<file path="config.mk">
export PLATFORM = sky130hd
export DESIGN_NAME = input_flow_ctrl
export DESIGN_NICKNAME = d
export VERILOG_FILES = /design/src/rtl/input_flow_ctrl_pkg.sv /design/src/rtl/input_flow_ctrl_vc_dest_decode.sv /design/src/rtl/input_flow_ctrl.sv
export SDC_FILE = /design/constraint.sdc
export NUM_CORES = 1
export LEC_CHECK = 0
export CORE_AREA = 2 2 39 41
export DETAILED_ROUTE_END_ITERATION = 7
export DIE_AREA = 0 0 41 43
export PLACE_DENSITY = 0.74
export SYNTH_ARGS = -nofsm -noshare
export SYNTH_HDL_FRONTEND = slang
export SYNTH_SLANG_ARGS = --single-unit
</file>
<file path="constraint.sdc">
create_clock -name clk -period 1.4 [get_ports clk]
set_input_delay 0.14 -clock clk [delete_from_list [all_inputs] [get_ports clk]]
set_output_delay 0.14 -clock clk [all_outputs]
set_load 0.02 [all_outputs]
</file>
<file path="src/rtl/input_flow_ctrl_pkg.sv">
// Shared FSM encoding, blocking-mode constants and counter helper for input_flow_ctrl.
package input_flow_ctrl_pkg;

  typedef enum logic [1:0] {
    ST_INIT   = 2'd0,
    ST_IDLE   = 2'd1,
    ST_ACTIVE = 2'd2
  } ifc_state_e;

  localparam int MODE_GLOBAL = 0;
  localparam int MODE_PER_VC = 1;

  localparam int CNT_W = 16;

  // Statistics counters hold at all-ones rather than wrapping.
  function automatic logic [CNT_W-1:0] sat_inc(input logic [CNT_W-1:0] v);
    return (&v) ? v : v + 1'b1;
  endfunction

endpackage

</file>
<file path="src/rtl/input_flow_ctrl_vc_dest_decode.sv">
// Extracts the destination VC field of a word, range-checks it and one-hot decodes it.
module vc_dest_decode
  import input_flow_ctrl_pkg::*;
#(
  parameter int NUM_VC     = 2,
  parameter int DATA_WIDTH = 6,
  parameter int VC_LSB     = 4,
  parameter int VCW        = $clog2(NUM_VC)
) (
  input  logic [DATA_WIDTH-1:0] word_i,
  output logic                  in_range_o,
  output logic [NUM_VC-1:0]     onehot_o
);

  logic [VCW-1:0] dest;
  logic           unused_bits;

  assign dest        = word_i[VC_LSB +: VCW];
  assign unused_bits = ^word_i;
  assign in_range_o  = ({1'b0, dest} < (VCW+1)'(NUM_VC));

  // Out-of-range destinations decode to all-zero so they never push or block.
  for (genvar v = 0; v < NUM_VC; v++) begin : g_oh
    assign onehot_o[v] = in_range_o && (dest == VCW'(v));
  end

endmodule

</file>
<file path="src/rtl/input_flow_ctrl.sv">
// Moves words from the main FIFO into per-VC FIFOs, honouring VC pause flags.
// Define INPUT_FLOW_CTRL_STATS_EN to add saturating pop_count/stall_count outputs.
module input_flow_ctrl
  import input_flow_ctrl_pkg::*;
#(
  parameter int NUM_VC     = 2,
  parameter int DATA_WIDTH = 6,
  parameter int VC_LSB     = 4,
  parameter int BLOCK_MODE = MODE_GLOBAL
) (
  input  logic                  clk,
  input  logic                  reset_L,
  input  logic                  init,
  input  logic [DATA_WIDTH-1:0] fifo_data_main,
  input  logic                  fifo_empty_main,
  input  logic [NUM_VC-1:0]     fifo_pause_vc,
  output logic                  pop_main,
  output logic [DATA_WIDTH-1:0] data_out,
  output logic [NUM_VC-1:0]     push_vc,
  output logic                  err_dest,
  output logic                  active
`ifdef INPUT_FLOW_CTRL_STATS_EN
  ,
  output logic [CNT_W-1:0]      pop_count,
  output logic [CNT_W-1:0]      stall_count
`endif
);

  ifc_state_e            state_q, state_d;
  logic [DATA_WIDTH-1:0] data_q;
  logic [NUM_VC-1:0]     push_q;
  logic                  err_q;
  logic                  in_range;
  logic [NUM_VC-1:0]     dest_oh;
  logic                  blocked;
  logic                  pop;

  vc_dest_decode #(
    .NUM_VC    (NUM_VC),
    .DATA_WIDTH(DATA_WIDTH),
    .VC_LSB    (VC_LSB)
  ) u_dec (
    .word_i    (fifo_data_main),
    .in_range_o(in_range),
    .onehot_o  (dest_oh)
  );

  // A discarded (out-of-range) head never waits on any pause flag.
  assign blocked = (BLOCK_MODE == MODE_PER_VC) ? |(dest_oh & fifo_pause_vc)
                                               : (in_range & (|fifo_pause_vc));

  assign pop = (state_q == ST_ACTIVE) & ~fifo_empty_main & ~blocked & ~init;

  always_comb begin
    state_d = state_q;
    if (init) begin
      state_d = ST_INIT;
    end else begin
      case (state_q)
        ST_INIT:   state_d = ST_IDLE;
        ST_IDLE:   if (!fifo_empty_main) state_d = ST_ACTIVE;
        ST_ACTIVE: if (fifo_empty_main)  state_d = ST_IDLE;
        default:   state_d = ST_INIT;
      endcase
    end
  end

  always_ff @(posedge clk or negedge reset_L) begin
    if (!reset_L) state_q <= ST_INIT;
    else          state_q <= state_d;
  end

  // Push stage is not cleared by init so a word popped just before init still lands.
  always_ff @(posedge clk or negedge reset_L) begin
    if (!reset_L) begin
      data_q <= '0;
      push_q <= '0;
      err_q  <= 1'b0;
    end else begin
      push_q <= pop ? dest_oh : '0;
      err_q  <= pop & ~in_range;
      if (pop) data_q <= fifo_data_main;
    end
  end

`ifdef INPUT_FLOW_CTRL_STATS_EN
  logic [CNT_W-1:0] pop_cnt_q, stall_cnt_q;

  always_ff @(posedge clk or negedge reset_L) begin
    if (!reset_L) begin
      pop_cnt_q   <= '0;
      stall_cnt_q <= '0;
    end else if (state_q == ST_INIT) begin
      pop_cnt_q   <= '0;
      stall_cnt_q <= '0;
    end else begin
      if (pop) pop_cnt_q <= sat_inc(pop_cnt_q);
      if ((state_q == ST_ACTIVE) && !fifo_empty_main && blocked)
        stall_cnt_q <= sat_inc(stall_cnt_q);
    end
  end

  assign pop_count   = pop_cnt_q;
  assign stall_count = stall_cnt_q;
`endif

  assign pop_main = pop;
  assign data_out = data_q;
  assign push_vc  = push_q;
  assign err_dest = err_q;
  assign active   = (state_q == ST_ACTIVE);

endmodule
</file>
==> impl_summary.md, run 1 <==
Timing
Setup repair after global routing left no endpoint under its margin. The number of max-slew violations in the final report is 0. On the final layout, the worst clock skew is 0.00142 ns.

Setup violations remaining at the end of the flow were counted as 0. The routed design could run at a clock period as short as 1.33 ns. The highest achievable clock rate is 752 MHz. The final hold violation count is 0.

The final critical path takes up 94.9% of the cycle. Hold is met by 0.173 ns.

Placed design
The post-placement cell area is 692 um^2. Input and output buffers added on the ports amount to 21. After legalization and detailed placement, the total HPWL measured 684 um.

At the end of routability-driven placement, the weighted congestion stood at 0.655.

Drt
Wires add up to 876 um. The detailed router finished its first iteration with 0 violations. The remaining antenna violation count is 0. The total via count after detailed routing is 320. The detailed-route wire length per cell is 11.8 um. For this run, the detailed router's first-pass iteration total came to 1. In the routed layout, each cell is associated on average with a via count of 4.32.

After detailed routing, the number of remaining DRC violations is 0.

Finish
The total number of nets in the final design is 71. The antenna diode instance count is 0. The final core utilization is 53.3%. After routing the design area is 738 um^2. The leading cell type in the layout, fill and taps excluded is sky130_fd_sc_hd__clkdlybuf4s50_1. The fraction of layout instances using a drive strength above 1 is 34.5%.

The library cells used most frequently in the layout, excluding fill and tap cells, are sky130_fd_sc_hd__clkdlybuf4s50_1, sky130_fd_sc_hd__dfrtp_1, sky130_fd_sc_hd__dlymetal6s2s_1. Compared with the post-synthesis result, the final layout area differs by 71.0%.

Power and ir drop
The worst-case IR drop observed on VDD is 0.521 mV. The analysis attributes to cell leakage a power of 0.486 nW. The power consumption is 732 uW. Dividing total power by cell area gives a power density of 991 nW/um^2.

Global route
The maximum number of pins on one net before global-route repair is 11. The global-route wire length before repair is 1.39 mm. The via count of the first global-routing pass is 347. Summed over all layers, the global routing overflow is 0. The number of antenna violations at the first check in global routing came to 0.

The total global routing track utilization is 12.7%.

Floorplanning
The area enclosed by the die boundary is 1760 um^2. After floorplanning, the core was divided into 14 placement rows. The die span in y is 43 um.

From left edge to right edge, the die measures 41 um. During I/O placement, the number of pins put on the boundary was 23. The effective utilization at floorplan is 31.2%. The core region is 1380 um^2.

Logic synthesis
Synthesis handed over a netlist of 29 instances. The number of warning messages in the yosys log is 0. The net count of the mapped netlist is 41. The average size of a mapped cell is 14.9 um^2.

The synthesized area is 432 um^2. Of the synthesized area, sequential elements account for 58.0%. The unique cell type count in the Yosys netlist is 14. The post-synthesis sequential element count is 10.

Critical path
The worst setup path is of the reg -> out kind. The cell with the biggest individual delay on the critical path is sky130_fd_sc_hd__clkdlybuf4s50_1. The signal on the critical path passes through clkdlybuf4s50_1. The count of buffering cells on the critical path with inverters included is 1.

In this design, the largest share of critical-path delay is due to buffers and inverters. The worst setup path is launched from a flop. The data arrival time of the worst path is 1.19 ns.

STA classifies the critical path endpoint as a primary output. Across all register-to-register paths, the minimum setup slack is 0.10 ns. In this run the critical register-to-register path is captured at data_out[0]$_DFFE_PN0P_. The stage delay of the slowest cell on the critical path is 0.60 ns.

The worst register-to-register path begins at state_q[0]$_DFFE_PN0P_. The maximum fanout count along the critical path is 1. At the worst endpoint, the required time is 1.26 ns. The worst reg-to-reg path cell count is 4.

Status
The run finished with clean final reports.

CTS
The clock latency at the later pin of the worst-skew pair is 0.26 ns. The count of buffers added by post-CTS timing repair for setup is 0. TritonCTS built the clock tree. The clock passes through at most 2 buffers. For this design, the CTS-stage hold fixing added 0 buffers. The number of CTS-inserted buffers is 3. The number of clock sinks is 10. In this run the number of H-tree levels came out at 1. After clock tree synthesis, the clock-pin slew on the worst setup and hold paths is 0.06 ns. The tree is rooted in a sky130_fd_sc_hd__clkbuf_4.

Job
The number of maximum-capacitance constraint violations is 0.

Min path
The path class of the lowest-slack min-delay path is in -> async.
[worst max path at each step]
stage / startpoint / to / slack [ns] / cells after the start
floorplan: state_q[0]$_DFFE_PN0P_ / data_out[0]$_DFFE_PN0P_ / 0.1 / 3
global placement: fifo_pause_vc[1] / pop_main / -0.39 / 5
detailed placement: fifo_pause_vc[1] / pop_main / -0.42 / 5
CTS: fifo_empty_main / pop_main / 0.01 / 5
global route: push_vc[0]$_DFF_PN0_ / push_vc[0] / 0.02 / 1
finish: push_vc[0]$_DFF_PN0_ / push_vc[0] / 0.07 / 1
[sequential cells by signal (all words and copies together), names as in the netlist]
name and flops:
data_out 6, push_vc 2, state_q 2
[routing by layer]
layer / share of wire, % / global-route usage (%) / vias up
met5: 0 / 0 / -
met2: 49 / 19.4 / 21
met4: 2.9 / 12.0 / 0
li1: - / - / 153
met3: 14 / 5.24 / 2
met1: 34 / 11.7 / 144
[area by class of cell]
type,count,area (um^2)
clock buffers,4,36.3
flip-flops and latches,10,250
fillers,116,646
well taps,16,20.0
inverters,2,7.51
multi-input cells,16,166
repair buffers,26,258
[power breakdown]
group	switching, mW	internal [mW]	total (mW)
clock	0.0964	0.158	0.254
combinational	0.0642	0.0917	0.156
sequential	0.0106	0.311	0.322
[cell families (layout without fill, tap and decap cells)]
group	after synthesis	in the layout	synth area share [%]
muxes	5	5	17.4
DFF	10	10	58.0
AOI/OAI and AO/OA	1	1	2.03
adders and majority gates	1	1	2.32
xor gates and xnor gates	1	1	2.03
buffers and inverters	3	32	3.48
and+or+nand+nor	7	7	13.9
other	1	1	0.869
[cell usage after synthesis]
library cell / number / area (um^2)
sky130_fd_sc_hd__mux2_4: 5 / 75.1
sky130_fd_sc_hd__xnor2_1: 1 / 8.76
sky130_fd_sc_hd__conb_1: 1 / 3.75
sky130_fd_sc_hd__nand2_4: 1 / 11.3
sky130_fd_sc_hd__and3_2: 1 / 7.51
sky130_fd_sc_hd__inv_1: 2 / 7.51
sky130_fd_sc_hd__dfrtp_1: 10 / 250
sky130_fd_sc_hd__and2b_1: 1 / 7.51
sky130_fd_sc_hd__nor2_1: 2 / 7.51
sky130_fd_sc_hd__nor3_1: 1 / 5.00
sky130_fd_sc_hd__nor4_4: 1 / 21.3
sky130_fd_sc_hd__maj3_1: 1 / 10.0
sky130_fd_sc_hd__a21o_2: 1 / 8.76
sky130_fd_sc_hd__buf_4: 1 / 7.51
[metrics by stage]
| stage | setup TNS (ns) | std cells | worst slack, ns |
|---|---|---|---|
| after global placement | -1.55 | 70 | -0.390 |
| after detailed placement | -1.60 | 70 | -0.420 |
| after CTS | 0 | 74 | 0.0127 |
| final | 0 | 74 | 0.0708 |
| after floorplan | 0 | 29 | 0.0975 |
| after global routing | 0 | 74 | 0.0168 |
[what timing repair did]
action                                  CTS  global route
resized for setup                         7             8
endpoints found under the setup margin    2            13
pin swaps                                 1             1
No activity file was read; power rests on OpenSTA's default activity.
==> run 2: changes to the inputs <==
--- a/config.mk
+++ b/config.mk
@@ -9,6 +9,7 @@
 export DETAILED_ROUTE_END_ITERATION = 7
 export DIE_AREA = 0 0 41 43
 export PLACE_DENSITY = 0.74
+export RECOVER_POWER = 25
 export SYNTH_ARGS = -nofsm -noshare
 export SYNTH_HDL_FRONTEND = slang
 export SYNTH_SLANG_ARGS = --single-unit
==> run 2 against run 1 <==
  * Setup slack unchanged
  * Worst hold slack better by 0.070 ns
  * Register-to-register slack about the same
  * Via count unchanged
  * Clock skew unchanged
  * Critical endpoint unchanged
  * Largest cell class unchanged
==> impl_summary.md, run 2 (same netlist as run 1, synthesis figures left out) <==
Drt
The remaining antenna violation count is 0 (unchanged). The number of DRC violations after detailed-routing iteration 0 is 0 (unchanged). The total via count after detailed routing is 320 (unchanged). The number of iterations in the first detailed-routing pass is 1 (unchanged). The detailed-route wire length per cell is 11.8 um (-0.11%). The aggregate routed wire length was 875 um (-0.11%). The DRC violations left is 0 (unchanged). The via-per-instance ratio is 4.32 (unchanged).

Global route
The total global routing track utilization was 12.7% (unchanged). The via count of the first global-routing pass is 347 (unchanged). The number of antenna violations at the first check in global routing is 0 (unchanged).

The maximum number of pins on one net before global-route repair came to 11 (unchanged). The global-route wire length before repair is 1.39 mm (unchanged). The sum of overflow across all layers after global routing is 0 (unchanged).

Timing
The highest achievable clock rate is 752 MHz (unchanged). Setup repair after global routing left no endpoint under its margin. The final hold violation count came to 0 (unchanged). The final worst-path cycle share was 94.9% (unchanged). The setup clock skew after layout is 0.00142 ns (unchanged). The worst hold slack across all endpoints is 0.244 ns (+0.0702 ns).

The number of endpoints failing setup at the final stage is 0 (unchanged). The shortest clock period the worst path allows after layout is 1.33 ns (unchanged). The number of max-slew violations in the final report is 0 (unchanged).

CTS
The post-cts hold buffer count is 0 (unchanged). The count of buffers added by post-CTS timing repair for setup was 0 (unchanged). The library cell used as clock root buffer is sky130_fd_sc_hd__clkbuf_4. The clock transition at the registers of the reported paths is 0.06 ns (about the same).

The number of CTS-inserted buffers is 3 (unchanged). The clock latency at the later pin of the worst-skew pair is 0.26 ns (about the same). The clock tree from TritonCTS is built.

The number of clock sinks is 10 (unchanged). The maximum root-to-sink buffer count came to 2 (unchanged). The number of levels the H-tree was split into was 1 (unchanged).

Power and ir drop
The internal power contribution is 560 uW (about the same). The clock network fraction of design power is 34.8% (about the same). The total power per unit cell area is 991 nW/um^2 (about the same).

The maximum ir drop on the vdd rail is 0.521 mV (about the same). The switching power is 171 uW (about the same). The portion of total power attributed to combinational logic is 21.3% (about the same). The relative contribution of sequential cells to total power was 44.0% (about the same). The power consumption is 731 uW (about the same). The fraction of power spent switching nets was 23.4% (about the same). The static leakage power is 0.486 nW (about the same).

Critical path
The endpoint type of the worst setup path is a primary output. The critical path startpoint category is a flop. The stage delay of the slowest cell on the critical path is 0.60 ns (about the same). The count of buffering cells on the critical path with inverters included was 1 (unchanged). The worst setup path is of the reg -> out kind. For this design, the slowest cell found on the critical path is sky130_fd_sc_hd__clkdlybuf4s50_1. The critical path goes through clkdlybuf4s50_1. The data arrival time of the worst path came to 1.19 ns (about the same).

The maximum fanout count along the critical path was 1 (unchanged). The required arrival time at the worst endpoint was 1.26 ns (about the same). The dominant delay contributor by cell family on the critical path is buffers and inverters.

Floorplanning
The die span in y came to 43 um (unchanged). The core area came to 1380 um^2 (unchanged). The area enclosed by the die boundary is 1760 um^2 (unchanged). The cell row count came to 14 (unchanged). The effective utilization at floorplan came to 31.2% (unchanged). The number of top-level pins is 23 (unchanged).

The horizontal die dimension was 41 um (unchanged).

Finish
Leaving out fill and tap cells, the most frequent cell in the layout is sky130_fd_sc_hd__clkdlybuf4s50_1. The library cells used most frequently in the layout, excluding fill and tap cells, are sky130_fd_sc_hd__clkdlybuf4s50_1, sky130_fd_sc_hd__dfrtp_1, sky130_fd_sc_hd__dlymetal6s2s_1. The fraction of layout instances using a drive strength above 1 was 34.5% (unchanged). The flip-flop count of the largest register, all copies and words added was 6 (unchanged).

The fill cell instance count of the final layout is 116 (unchanged). The total number of nets in the final design is 71 (unchanged). The antenna diode instance count is 0 (unchanged). The area added between synthesis and finish came to 71.0% (unchanged).

Placed design
The count of buffers from port buffering is 21 (unchanged). The HPWL reported at the end of detailed placement is 684 um (unchanged). The final weighted congestion in routability-driven placement is 0.655 (unchanged).

Job
The number of maximum-capacitance constraint violations is 0 (unchanged).

Status
The flow ran to the end, and the final reports show no timing, DRC or antenna violations.

Min path
The tightest min-delay check is of the in -> async type.
## run 2: cell types whose count changed in the layout (fill, tap and decap cells not counted)
cell / previous run / this run
sky130_fd_sc_hd__clkdlybuf4s50_1: 12 / 11
sky130_fd_sc_hd__dlygate4sd3_1: 0 / 1
## run 2: path summary, 6_finish.rpt
kind / startpoint / end / slack [ns] / depth (start not counted)
worst min-delay path: reset_L / push_vc[1]$_DFF_PN0_ / 0.24 / 1
max in group asynchronous: reset_L / data_out[3]$_DFFE_PN0P_ / 0.87 / 1
min in group clk: fifo_pause_vc[1] / push_vc[1]$_DFF_PN0_ / 0.33 / 3
worst max register to register: state_q[0]$_DFFE_PN0P_ / data_out[0]$_DFFE_PN0P_ / 0.10 / 4
worst min register to register: data_out[4]$_DFFE_PN0P_ / data_out[4]$_DFFE_PN0P_ / 0.49 / 1
worst max-delay path: push_vc[0]$_DFF_PN0_ / push_vc[0] / 0.07 / 1
## run 2: cell type report
cell class                      instances  area (um^2)  share of cell area [%]
Sequential cell                        10          250                    33.9
Tap cell                               16         20.0                    2.71
Clock buffer                            4         36.3                    4.92
Inverter                                2         7.51                    1.02
Multi-Input combinational cell         16          166                    22.5
Timing Repair Buffer                   26          258                    34.9
## run 2: what timing repair did
| action | CTS | global route |
|---|---|---|
| gates resized for setup | 7 | 8 |
| pin swaps | 1 | 1 |
| setup endpoints to repair | 2 | 13 |
## run 2: stage by stage
stage / utilization [%] / setup TNS, ns / instances / cell area (um^2) / setup slack (ns)
3_3_place_gp: 50.0 / -1.55 / 70 / 692 / -0.390
2_1_floorplan: - / 0 / 29 / 432 / 0.0975
3_5_place_dp: 50.0 / -1.60 / 70 / 692 / -0.420
6_report: 53.3 / 0 / 74 / 738 / 0.0708
4_1_cts: 52.4 / 0 / 74 / 726 / 0.0127
5_1_grt: 53.3 / 0 / 74 / 738 / 0.0168
## run 2: power by group through the flow
stage,Clock (mW),Sequential (mW),Combinational [mW]
6_report,0.254,0.322,0.155
5_1_grt,0.280,0.324,0.167
4_1_cts,0.264,0.322,0.162
3_5_place_dp,0,0.328,0.161
3_3_place_gp,0,0.326,0.159
2_1_floorplan,0,0.351,0.0436
## run 2: metal layers
metal / vias up / share of wire, % / GRT usage (%)
met2: 21 / 49 / 19.4
li1: 153 / - / -
met4: 0 / 2.9 / 12.0
met5: - / 0 / 0
met3: 2 / 14 / 5.24
met1: 144 / 34 / 11.7
